===== src/rtl/mult_pkg.sv =====
// Shared definitions for the 8-bit signed shift-add multiplier.
// Holds the datapath width, the command encoding and the sign-extension helper.
package mult_pkg;

    localparam int WIDTH = 8;

    typedef enum logic [2:0] {
        NONE   = 3'd0,
        CLR_LD = 3'd1,
        ADD    = 3'd2,
        SUB    = 3'd3,
        SHIFT  = 3'd4
    } dp_cmd_t;

    function automatic logic signed [WIDTH:0] sext9(input logic signed [WIDTH-1:0] v);
        return {v[WIDTH-1], v};
    endfunction

endpackage


===== src/rtl/mult_datapath_add_sub9.sv =====
// 9-bit ripple-carry adder/subtractor built from full-adder cells.
// Subtraction is A9 + ~S9 + 1: the sub input inverts S9 and seeds the carry.
module add_sub9
    import mult_pkg::*;
(
    input  logic signed [WIDTH:0] A9,
    input  logic signed [WIDTH:0] S9,
    input  logic                  sub,
    output logic signed [WIDTH:0] sum
);

    logic [WIDTH+1:0] carry;
    logic [WIDTH:0]   b_in;

    assign carry[0] = sub;
    assign b_in     = S9 ^ {(WIDTH+1){sub}};

    for (genvar i = 0; i <= WIDTH; i++) begin : g_fa
        assign sum[i]     = A9[i] ^ b_in[i] ^ carry[i];
        assign carry[i+1] = (A9[i] & b_in[i]) | (A9[i] & carry[i]) | (b_in[i] & carry[i]);
    end

    // Carry out of bit 8 is discarded: the result is taken modulo 2^9.
    logic unused_carry;
    assign unused_carry = carry[WIDTH+1];

endmodule


===== src/rtl/mult_datapath.sv =====
// Register datapath of the signed shift-add multiplier: X, A and B registers
// updated by one prioritised command per clock from the control unit.
module mult_datapath
    import mult_pkg::*;
(
    input  logic             Clk,
    input  logic             reset,
    input  logic [WIDTH-1:0] S,
    input  logic             clr_ld,
    input  logic             add,
    input  logic             sub,
    input  logic             shift,
    output logic [WIDTH-1:0] Aval,
    output logic [WIDTH-1:0] Bval,
    output logic             X,
    output logic             M
);

    dp_cmd_t                 cmd;
    logic signed [WIDTH-1:0] a_q;
    logic signed [WIDTH-1:0] b_q;
    logic                    x_q;
    logic signed [WIDTH-1:0] a_d;
    logic signed [WIDTH-1:0] b_d;
    logic                    x_d;
    logic signed [WIDTH:0]   sum9;

    always_comb begin
        cmd = NONE;
        if (clr_ld)     cmd = CLR_LD;
        else if (sub)   cmd = SUB;
        else if (add)   cmd = ADD;
        else if (shift) cmd = SHIFT;
    end

    add_sub9 u_add_sub9 (
        .A9  (sext9(a_q)),
        .S9  (sext9(S)),
        .sub (cmd == SUB),
        .sum (sum9)
    );

    // X is overwritten by the adder's ninth bit, absorbing 8-bit overflow.
    always_comb begin
        a_d = a_q;
        b_d = b_q;
        x_d = x_q;
        case (cmd)
            CLR_LD: begin
                a_d = '0;
                x_d = 1'b0;
                b_d = S;
            end
            ADD, SUB: begin
                x_d = sum9[WIDTH];
                a_d = sum9[WIDTH-1:0];
            end
            SHIFT: begin
                a_d = {x_q, a_q[WIDTH-1:1]};
                b_d = {a_q[0], b_q[WIDTH-1:1]};
            end
            default: ;
        endcase
    end

    always_ff @(posedge Clk or negedge reset) begin
        if (!reset) begin
            a_q <= '0;
            b_q <= '0;
            x_q <= 1'b0;
        end else begin
            a_q <= a_d;
            b_q <= b_d;
            x_q <= x_d;
        end
    end

    assign Aval = a_q;
    assign Bval = b_q;
    assign X    = x_q;
    assign M    = b_q[0];

endmodule


===== config.mk =====
export PLATFORM = sky130hd
export DESIGN_NAME = mult_datapath
export DESIGN_NICKNAME = d
export VERILOG_FILES = /design/src/rtl/mult_pkg.sv /design/src/rtl/mult_datapath_add_sub9.sv /design/src/rtl/mult_datapath.sv
export SDC_FILE = /design/constraint.sdc
export NUM_CORES = 1
export LEC_CHECK = 0
export BUFFER_PORTS_ARGS = -buffer_cell sky130_fd_sc_hd__buf_4
export CORE_ASPECT_RATIO = 0.7
export CORE_MARGIN = 3
export CORE_UTILIZATION = 51
export DETAILED_ROUTE_END_ITERATION = 7
export GPL_ROUTABILITY_DRIVEN = 0
export PLACE_DENSITY = 0.8
export SLEW_MARGIN = 10
export SYNTH_ARGS = -nofsm -noshare
export SYNTH_HDL_FRONTEND = slang
export SYNTH_HIERARCHICAL = 1
export SYNTH_SLANG_ARGS = --single-unit
export TNS_END_PERCENT = 10

===== constraint.sdc =====
create_clock -name Clk -period 5 [get_ports Clk]
set_input_delay 0.75 -clock Clk [delete_from_list [all_inputs] [get_ports Clk]]
set_output_delay 0.75 -clock Clk [all_outputs]
set_load 0.01 [all_outputs]

# ---- After elaboration in Yosys (flattened, before gate mapping)
# Cells that the tools add are included.
dict set report classes {
  eq_ne 4
  muxes 7
  bitwise_logic 59
  reduce_logical 4
}
# op n
set ops {}
lappend ops {{$and 1x1->1} 24}
lappend ops {{$pmux 8 s3} 1}
lappend ops {{$xor 1x1->1} 18}
lappend ops {{$or 1x1->1} 16}
lappend ops {{$pmux 8 s2} 1}
lappend ops {{$mux 3} 4}
lappend ops {{$xor 9x9->9} 1}
lappend ops {{$eq 3x2->1 const B} 2}
lappend ops {{$reduce_bool 2->1} 2}
lappend ops {{$eq 3x1->1 const B} 1}
lappend ops {{$eq 3x3->1 const B} 1}
lappend ops {{$reduce_bool 3->1} 1}
lappend ops {{$pmux 1 s2} 1}
lappend ops {{$reduce_or 2->1} 1}
dict set report word_totals {
  reg_bits 17
  input_bits 14
  out_inout_bits 18
  word_cells 77
}

# ---- Logic depth before layout (Yosys ltp)
# Gate-level depths: netlist (run 1).
dict set report logic_depth {
  word_depth 32
  depth_mapped 15
}

# ---- By module
# Netlist (run 1), hierarchy kept.
# mod n_inst cells_each area_per_inst_um2 seq_area_each_um2
set by_module_without_submodules {}
lappend by_module_without_submodules {mult_datapath 1 76 790.8 425.4}
lappend by_module_without_submodules {add_sub9 1 33 315.3 0.0}

# ---- Worst setup path after synthesis (run 1)
# Ideal clock, no wire load.
dict set report synth_timing {
  path_type {input to register}
  startpoint {input port clr_ld}
  endpoint {register x_q, in the netlist X}
  setup_time_ns 0.121
  arrival_time_ns 4.329
  t_required_ns 4.879
  setup_slack_ns 0.550
  path_stages 15
  path_buffers 2
  path_cell_list {buf_2 -> nor2b_1 -> buf_6 -> xor2_1 -> fa_1 -> inv_1 -> fa_1 -> fa_1 -> fa_1 -> fa_1 -> fa_1 -> fa_1 -> xnor2_1 -> xnor2_1 -> a22o_1}
}
dict set report synth_via {
  elab_chain_cells 29
  elab_cells_between_ends 50
  classes_between {eq/ne: 3; mux: 2; bitwise: 43; reduce/logical: 2}
}
# element line_no
set synth_rtl {}
lappend synth_rtl {{from (decl)} mult_datapath.sv:9} ;# input logic clr_ld,
lappend synth_rtl {{$mux 3 (*)} mult_datapath.sv:30} ;# if (clr_ld) cmd = CLR_LD;
lappend synth_rtl {{$eq 3x2->1 (*)} mult_datapath.sv:39} ;# .sub (cmd == SUB),
lappend synth_rtl {{$xor 9x9->9} mult_datapath_add_sub9.sv:16} ;# assign b_in = S9 ^ {(WIDTH+1){sub}};
lappend synth_rtl {{$and 1x1->1} mult_datapath_add_sub9.sv:20} ;# assign carry[i+1] = (A9[i] & b_in[i]) | (A9[i] & carry[i]) | (b_in[i] & carry[i]);
lappend synth_rtl {{$or 1x1->1 (2 in a row)} mult_datapath_add_sub9.sv:20}
lappend synth_rtl {{$and 1x1->1} mult_datapath_add_sub9.sv:20}
lappend synth_rtl {{$or 1x1->1 (2 in a row)} mult_datapath_add_sub9.sv:20}
lappend synth_rtl {{$and 1x1->1} mult_datapath_add_sub9.sv:20}
lappend synth_rtl {{[9 not listed]} n/a}
lappend synth_rtl {{$or 1x1->1 (2 in a row)} mult_datapath_add_sub9.sv:20}
lappend synth_rtl {{$and 1x1->1} mult_datapath_add_sub9.sv:20}
lappend synth_rtl {{$or 1x1->1 (2 in a row)} mult_datapath_add_sub9.sv:20}
lappend synth_rtl {{$and 1x1->1} mult_datapath_add_sub9.sv:20}
lappend synth_rtl {{$or 1x1->1 (2 in a row)} mult_datapath_add_sub9.sv:20}
lappend synth_rtl {{$xor 1x1->1 (*)} mult_datapath_add_sub9.sv:19} ;# assign sum[i] = A9[i] ^ b_in[i] ^ carry[i];
lappend synth_rtl {{named net sum9[8]} mult_datapath.sv:26} ;# logic signed [WIDTH:0] sum9;
lappend synth_rtl {{$pmux 1 s2 (*)} mult_datapath.sv:48} ;# case (cmd)
lappend synth_rtl {{to (signal assigned)} mult_datapath.sv:70} ;# x_q <= 1'b0;
lappend synth_rtl {{to (signal assigned)} mult_datapath.sv:74} ;# x_q <= x_d;
lappend synth_rtl {{to (decl)} mult_datapath.sv:22} ;# logic x_q;
# The timed path passes the listed nets; every way through them passes the cells marked *.
# A chain may end at the register's enable or synchronous reset.

# ---- Worst setup path after layout (run 1)
# Same ends and word-level chain as after synthesis.

==> flow_summary.json, run 1 <==
{
  "io_pins": 32,
  "grt_pass1_wl_mm": 3.87,
  "antenna_found_initial": 0,
  "num_rows": 13,
  "powerDensity_nw_per_um2": 352,
  "cts_hold_buf": 0,
  "crit_fanout": 13,
  "max_slew_margin": 0.617,
  "whs_ns": 0.300,
  "p_seq_frac": 0.410,
  "n_fill_cell": 158,
  "regToRegSetupSlack_ns": 1.26,
  "htree_levels": 1,
  "cts_resized": 0,
  "critPathCaptureType": "register",
  "grt_overflow": 0,
  "ys_seq_elements": 17,
  "area_growth_pct": 22.7,
  "period_share": 0.841,
  "max_clock_freq_mhz": 238,
  "final_cells": 160,
  "final-hold-violation-count": 0,
  "drive_gt1_frac": 0.283,
  "finalWirelength_mm": 2.33,
  "nNetsFinal": 160,
  "drc": 0,
  "crit_path_start_kind": "input pin",
  "setup_viol": 0,
  "start_util": 0.567,
  "cpPeakStageDelay_ns": 0.40,
  "yosysSeqAreaShare": 0.385,
  "detail_route.first_pass.iterations": 4,
  "p_leak_nw": 0.674,
  "cts_buffers": 3,
  "netlist_area_um2": 1110,
  "drv_cap": 0,
  "post-cts-setup-buffers": 0,
  "crit_type": "input pin to register",
  "antennaDiodeCount": 0,
  "antenna_left": 0,
  "finClkSkew_ns": 0.00507,
  "worst-path-buf-inv": 2,
  "finalCriticalPeriod_ns": 4.20,
  "fin_area_um2": 1360,
  "crit_arrival_ns": 4.40,
  "worst_ep_required_time_ns": 5.19,
  "dieArea_um2": 2770,
  "synth.distinct_cells": 27,
  "tightest_slew_ns": 0.573,
  "via_per_inst": 5.67,
  "ir_drop_mv": 0.204,
  "swShare": 0.366,
  "cts_tree": "built",
  "post_dp_cell_area_um2": 1330,
  "cts-root-buf": "clkbuf_4",
  "dp_cells": 156,
  "clockBufferDepth": 2,
  "numPortBuffers": 31,
  "detail_route.wl_per_cell_um": 14.5,
  "hpwl_mm": 1.83,
  "setup_tns_ns": 0,
  "clock_latency_ns": 0.30,
  "numClockSinks": 17,
  "synth_area_per_cell_um2": 10.1,
  "grt_max_degree": 19,
  "pwr-share-comb": 0.432,
  "r2r_end": "X$_DFFE_PN0P_",
  "core_um2": 1950,
  "hold_path.class": "input pin to async pin",
  "syn_nets": 130,
  "crit_path_cell_trace": "buf_4 -> nor2b_1 -> xor2_1 -> fa_1 -> inv_1 -> fa_1 -> fa_1 -> fa_1 -> fa_1 -> fa_1 -> fa_1 -> xnor2_1 -> xnor2_1 -> a22o_1",
  "crit_slowest_cell": "fa_1",
  "internal_power_uw": 303,
  "grt_setup_unrepaired": "no",
  "critPathTopFamily": "adder cells",
  "worst_path_most_repeated_cell": "fa_1",
  "path_clk_slew_ns": 0.10,
  "yosys_warnings": 6,
  "drt_iter0_markers": 66,
  "status": "finished, final reports clean",
  "slew_violations": 0,
  "r2r.worst_path.cells": 12,
  "r2r-start": "Aval[0]$_DFFE_PN0P_",
  "grt_pass1_vias": 825,
  "postSynthCellCount": 109,
  "track_usage": 0.196,
  "power_switching_uw": 175,
  "path_depth": 14,
  "vias": 907,
  "fp.dieW_um": 61.7,
  "pwr-share-clk": 0.158,
  "die_h_um": 45.0
}
placed cells by master, fill, tap and decap left out, types with 2 or more instances in the layout:
master	n
nand2_1	7
a21oi_1	7
xor2_1	2
inv_1	13
nor2_1	7
xnor2_1	8
dfrtp_1	17
o21ai_0	5
fa_1	7
a22o_1	2
o21ai_1	2
clkbuf_4	3
buf_4	32
a221o_1	8
and3_1	8
cells by family (layout without fill, tap and decap cells):
kind of cell | after synthesis | count (layout) | synth area share
AO/OA/AOI/OAI | 26 | 26 | 0.169
XOR/XNOR | 11 | 11 | 0.0939
adder cells (fa/ha/maj) | 7 | 7 | 0.127
buffers and inverters | 21 | 50 | 0.0860
flip-flops | 17 | 17 | 0.385
multiplexers | 2 | 2 | 0.0204
AND/OR/NAND/NOR | 25 | 25 | 0.120
worst max path at each step:
stage / start / to
2_1_floorplan: clr_ld / X$_DFFE_PN0P_
3_3_place_gp: clr_ld / X$_DFFE_PN0P_
3_5_place_dp: clr_ld / X$_DFFE_PN0P_
4_1_cts: clr_ld / X$_DFFE_PN0P_
5_1_grt: clr_ld / X$_DFFE_PN0P_
6_report: clr_ld / X$_DFFE_PN0P_
cell type report:
class,instances,area (µm²),share of cell area
Timing Repair Buffer,32,240,0.177
Inverter,14,52.6,0.0387
Clock buffer,4,26.3,0.0194
Multi-Input combinational cell,71,586,0.431
Sequential cell,17,425,0.313
Tap cell,22,27.5,0.0203
power groups by stage:
stage / Sequential, mW / Combinational [mW] / Clock [mW]
after floorplan: 0.206 / 0.116 / 0
after CTS: 0.196 / 0.209 / 0.0778
after detailed placement: 0.199 / 0.208 / 0
after global routing: 0.201 / 0.235 / 0.0855
final: 0.196 / 0.206 / 0.0754
after global placement: 0.197 / 0.201 / 0
metrics by stage:
step	setup slack, ns	util	power, mW
finish	0.797	0.696	0.477
CTS	0.769	0.696	0.483
detailed placement	0.450	0.682	0.407
global route	0.573	0.696	0.522
global placement	0.592	0.682	0.398
floorplan	0.550	-	0.322
layer usage:
layer / part of all wire / global-route usage / routed length, µm
met1: 0.46 / 0.267 / 1060
met2: 0.48 / 0.294 / 1130
met3: 0.055 / 0.0629 / 128
met4: 0.0052 / 0.0720 / 12
met5: 0 / 0 / 0
flip-flops by register name (all words and copies together), names as in the netlist:
name  count
Aval      8
Bval      8
X         1
cell usage after synthesis, drive strengths merged:
cell type	n	area, µm²
a21oi	8	43.8
a221o	8	80.1
a22o	2	17.5
and3	8	50.1
buf	5	33.8
clkbuf	2	8.75
clkinv	1	3.75
dfrtp	17	425
fa	7	140
inv	13	48.8
mux2	2	22.5
nand2	7	26.3
nor2	7	26.3
nor2b	1	6.26
nor3	1	16.3
o21ai	7	35.0
o21ba	1	10.0
or4	1	7.51
xnor2	9	86.3
xor2	2	17.5
No activity file was read; power rests on OpenSTA's default activity.
==> inputs of run 2 (changes only) <==
--- a/config.mk
+++ b/config.mk
@@ -5,13 +5,14 @@
 export SDC_FILE = /design/constraint.sdc
 export NUM_CORES = 1
 export LEC_CHECK = 0
+export ABC_AREA = 1
 export BUFFER_PORTS_ARGS = -buffer_cell sky130_fd_sc_hd__buf_4
 export CORE_ASPECT_RATIO = 0.7
 export CORE_MARGIN = 3
-export CORE_UTILIZATION = 51
+export CORE_UTILIZATION = 47
 export DETAILED_ROUTE_END_ITERATION = 7
 export GPL_ROUTABILITY_DRIVEN = 0
-export PLACE_DENSITY = 0.8
+export PLACE_DENSITY = 0.76
 export SLEW_MARGIN = 10
 export SYNTH_ARGS = -nofsm -noshare
 export SYNTH_HDL_FRONTEND = slang
==> constraint.sdc (replaced) <==
create_clock -name Clk -period 3.5 [get_ports Clk]
set_input_delay 0.525 -clock Clk [delete_from_list [all_inputs] [get_ports Clk]]
set_output_delay 0.525 -clock Clk [all_outputs]
set_load 0.01 [all_outputs]
==> run 2 against run 1 <==
  * The run now ends with negative setup slack left
  * Area after synthesis rose by 11%
  * Largest cell class unchanged
  * Cell count rose by 31%
  * First-iteration DRC count rose by 27%
  * Critical path type unchanged
  * Global-route usage rose by 1.5 points
  * Die area grew 18%
  * Critical endpoint unchanged
  * Setup slack worse by 0.83 ns
  * Power grew 68%
  * Critical path depth up 5
  * Core utilization decreased by 1.3 points
==> flow_summary.json, run 2 <==
{
  "core_um2": 2310,
  "synth_edf_count": 0,
  "io_pins": 32,
  "top_usage_layer": "met2",
  "synth_area_per_cell_um2": 8.53,
  "final_cell_mix": "nand3_1 (40), buf_4 (35), nand2_1 (21)",
  "powerDensity_nw_per_um2": 508,
  "fp.dieW_um": 67.1,
  "post-cts-setup-buffers": 0,
  "ys_seq_elements": 17,
  "clock_latency_ns": 0.27,
  "finClkSkew_ns": 0.00869,
  "detail_route.first_pass.iterations": 4,
  "numClockSinks": 17,
  "antennaDiodeCount": 0,
  "cts_tree": "built",
  "regToRegSetupSlack_ns": 0.19,
  "drv_cap": 0,
  "violations": "negative setup slack",
  "gr-usage-met1": 0.302,
  "grt_use_met3": 0.0530,
  "dieArea_um2": 3270,
  "grt_pass1_vias": 1070,
  "setup_viol": 2,
  "cpPeakStageDelay_ns": 0.35,
  "critPathCaptureType": "register",
  "max_slew_margin": 0.596,
  "start_util": 0.531,
  "yosys.area.top_type": "dfrtp_1",
  "period_share": 1.01,
  "yosysSeqAreaShare": 0.346,
  "syn_nets": 165,
  "grt_max_degree": 27,
  "fin_util": 0.683,
  "yosys-top-cells-count": "nand3_1 (41), nand2_1 (22), inv_1 (19), dfrtp_1 (17), nand4_1 (8)",
  "crit_arrival_ns": 3.70,
  "p_leak_nw": 0.769,
  "final_common_cell": "nand3_1",
  "numPortBuffers": 31,
  "post_dp_cell_area_um2": 1500,
  "crit_slowest_cell": "fa_2",
  "grt_pass1_wl_mm": 5.13,
  "clockBufferDepth": 2,
  "grt_use_met2": 0.313,
  "async_flop_share": 1.00,
  "grt_setup_unrepaired": "yes",
  "finalCriticalPeriod_ns": 3.54,
  "track_usage": 0.211,
  "netlist_area_um2": 1230,
  "htree_levels": 1,
  "r2r-start": "Aval[0]$_DFFE_PN0P_",
  "crit_type": "input pin to register",
  "die_h_um": 48.8,
  "postSynthCellCount": 144,
  "cts-root-buf": "clkbuf_8",
  "yosys.cell_count.top_type": "nand3_1",
  "fin_area_um2": 1580,
  "tightest_slew_ns": 0.605,
  "antenna_left": 0,
  "status": "finished with violations",
  "yosys_warnings": 6,
  "nNetsFinal": 200,
  "grt_overflow": 0,
  "worst_path_most_repeated_cell": "fa_2",
  "yosysTopAreaCellShare": 0.346,
  "crit_path_cell_trace": "buf_8 -> nor2_4 -> xor2_2 -> fa_2 -> inv_2 -> fa_2 -> fa_2 -> fa_2 -> fa_2 -> fa_2 -> fa_2 -> inv_1 -> nand2_1 -> nand2_2 -> nand2_2 -> inv_2 -> nor2_1 -> nand2_1 -> nand2_1",
  "max_clock_freq_mhz": 283,
  "drive_gt1_frac": 0.376,
  "cts_buffers": 3,
  "ir_drop_mv": 0.298,
  "crit_path_start_kind": "input pin",
  "vias": 1129,
  "r2r.worst_path.cells": 18,
  "num_rows": 14,
  "drc": 0,
  "area_growth_pct": 28.5,
  "via_per_inst": 5.38,
  "detail_route.wl_per_cell_um": 14.4,
  "drt_iter0_markers": 84,
  "slew_violations": 0,
  "finalWirelength_mm": 3.02,
  "antenna_found_initial": 0,
  "synth.area.top_cells": "dfrtp_1 (35%), nand3_1 (17%), fa_1 (11%), nand2_1 (6.7%), inv_1 (5.8%)",
  "crit_fanout": 3,
  "hold_path.class": "input pin to async pin",
  "final-hold-violation-count": 0,
  "worst_ep_required_time_ns": 3.67,
  "synth.distinct_cells": 18,
  "ys.flop_type": "dfrtp_1",
  "r2r_end": "X$_DFFE_PN0P_",
  "path_clk_slew_ns": 0.08,
  "setup_ws_ns": -0.0375,
  "hpwl_mm": 2.20
}
-- run 2: cell types whose count changed in the layout (fill, tap and decap cells not counted), sizes merged, moves of 2 or more --
cell   change
a21oi      -8
nand3     +42
and3       -8
nand4      +8
a22o       -2
mux2       -2
nand2     +19
inv        +9
o21ai      -6
a221o      -8
buf        +5
xnor2      -3
-- run 2: cell families after synthesis --
family | after synthesis | share of synthesized area
AOI/OAI and AO/OA | 1 | 0.00407
xor gates and xnor gates | 8 | 0.0570
adders and majority gates | 7 | 0.114
buffers and inverters | 29 | 0.130
DFF | 17 | 0.346
and+or+nand+nor | 82 | 0.348
-- run 2: timing repair --
item,CTS,global route
pin swaps,1,0
setup endpoints to repair,2,2
gates resized for setup,11,1
hold buffers,0,0
-- run 2: layout make-up --
class / instances / area (µm²)
sequential: 17 / 425
inverter: 22 / 87.6
clock inverter: 1 / 5.00
multi-input combinational: 98 / 687
tap: 32 / 40.0
clock buffer: 3 / 41.3
timing repair buffer: 37 / 293
fill: 209 / 733
-- run 2: report_power, final --
part	internal, mW	switching [mW]
Sequential	0.238	0.0475
Combinational	0.166	0.193
Clock	0.0794	0.0792
-- run 2: worst max path at each step --
stage,start,end,slack [ns]
6_report,clr_ld,X$_DFFE_PN0P_,-0.04
3_3_place_gp,sub,X$_DFFE_PN0P_,-0.43
5_1_grt,clr_ld,X$_DFFE_PN0P_,-0.17
3_5_place_dp,sub,X$_DFFE_PN0P_,-0.53
2_1_floorplan,clr_ld,X$_DFFE_PN0P_,-0.38
4_1_cts,clr_ld,X$_DFFE_PN0P_,-0.05
-- run 2: layer usage --
layer,share of wire,up-vias
met5,0,-
li1,-,534
met4,0.017,0
met1,0.45,544
met2,0.46,43
met3,0.072,8
-- run 2: worst max-delay path, delay by kind of cell --
family                   cells  cell delay [ns]
XOR/XNOR                     1             0.19
adder cells (fa/ha/maj)      7             2.27
AND/OR/NAND/NOR              7             0.49
buffers and inverters        4             0.24
-- run 2: metrics by stage --
step / TNS [ns] / hold slack [ns] / power [mW] / setup WS, ns / std cells
after floorplan: -0.710 / 0.229 / 0.498 / -0.383 / 144
after global placement: -0.854 / 0.407 / 0.619 / -0.429 / 206
after detailed placement: -1.14 / 0.407 / 0.637 / -0.526 / 206
after CTS: -0.0575 / 0.124 / 0.805 / -0.0491 / 210
after global routing: -0.248 / 0.127 / 0.871 / -0.165 / 210
final: -0.0415 / 0.111 / 0.803 / -0.0375 / 210
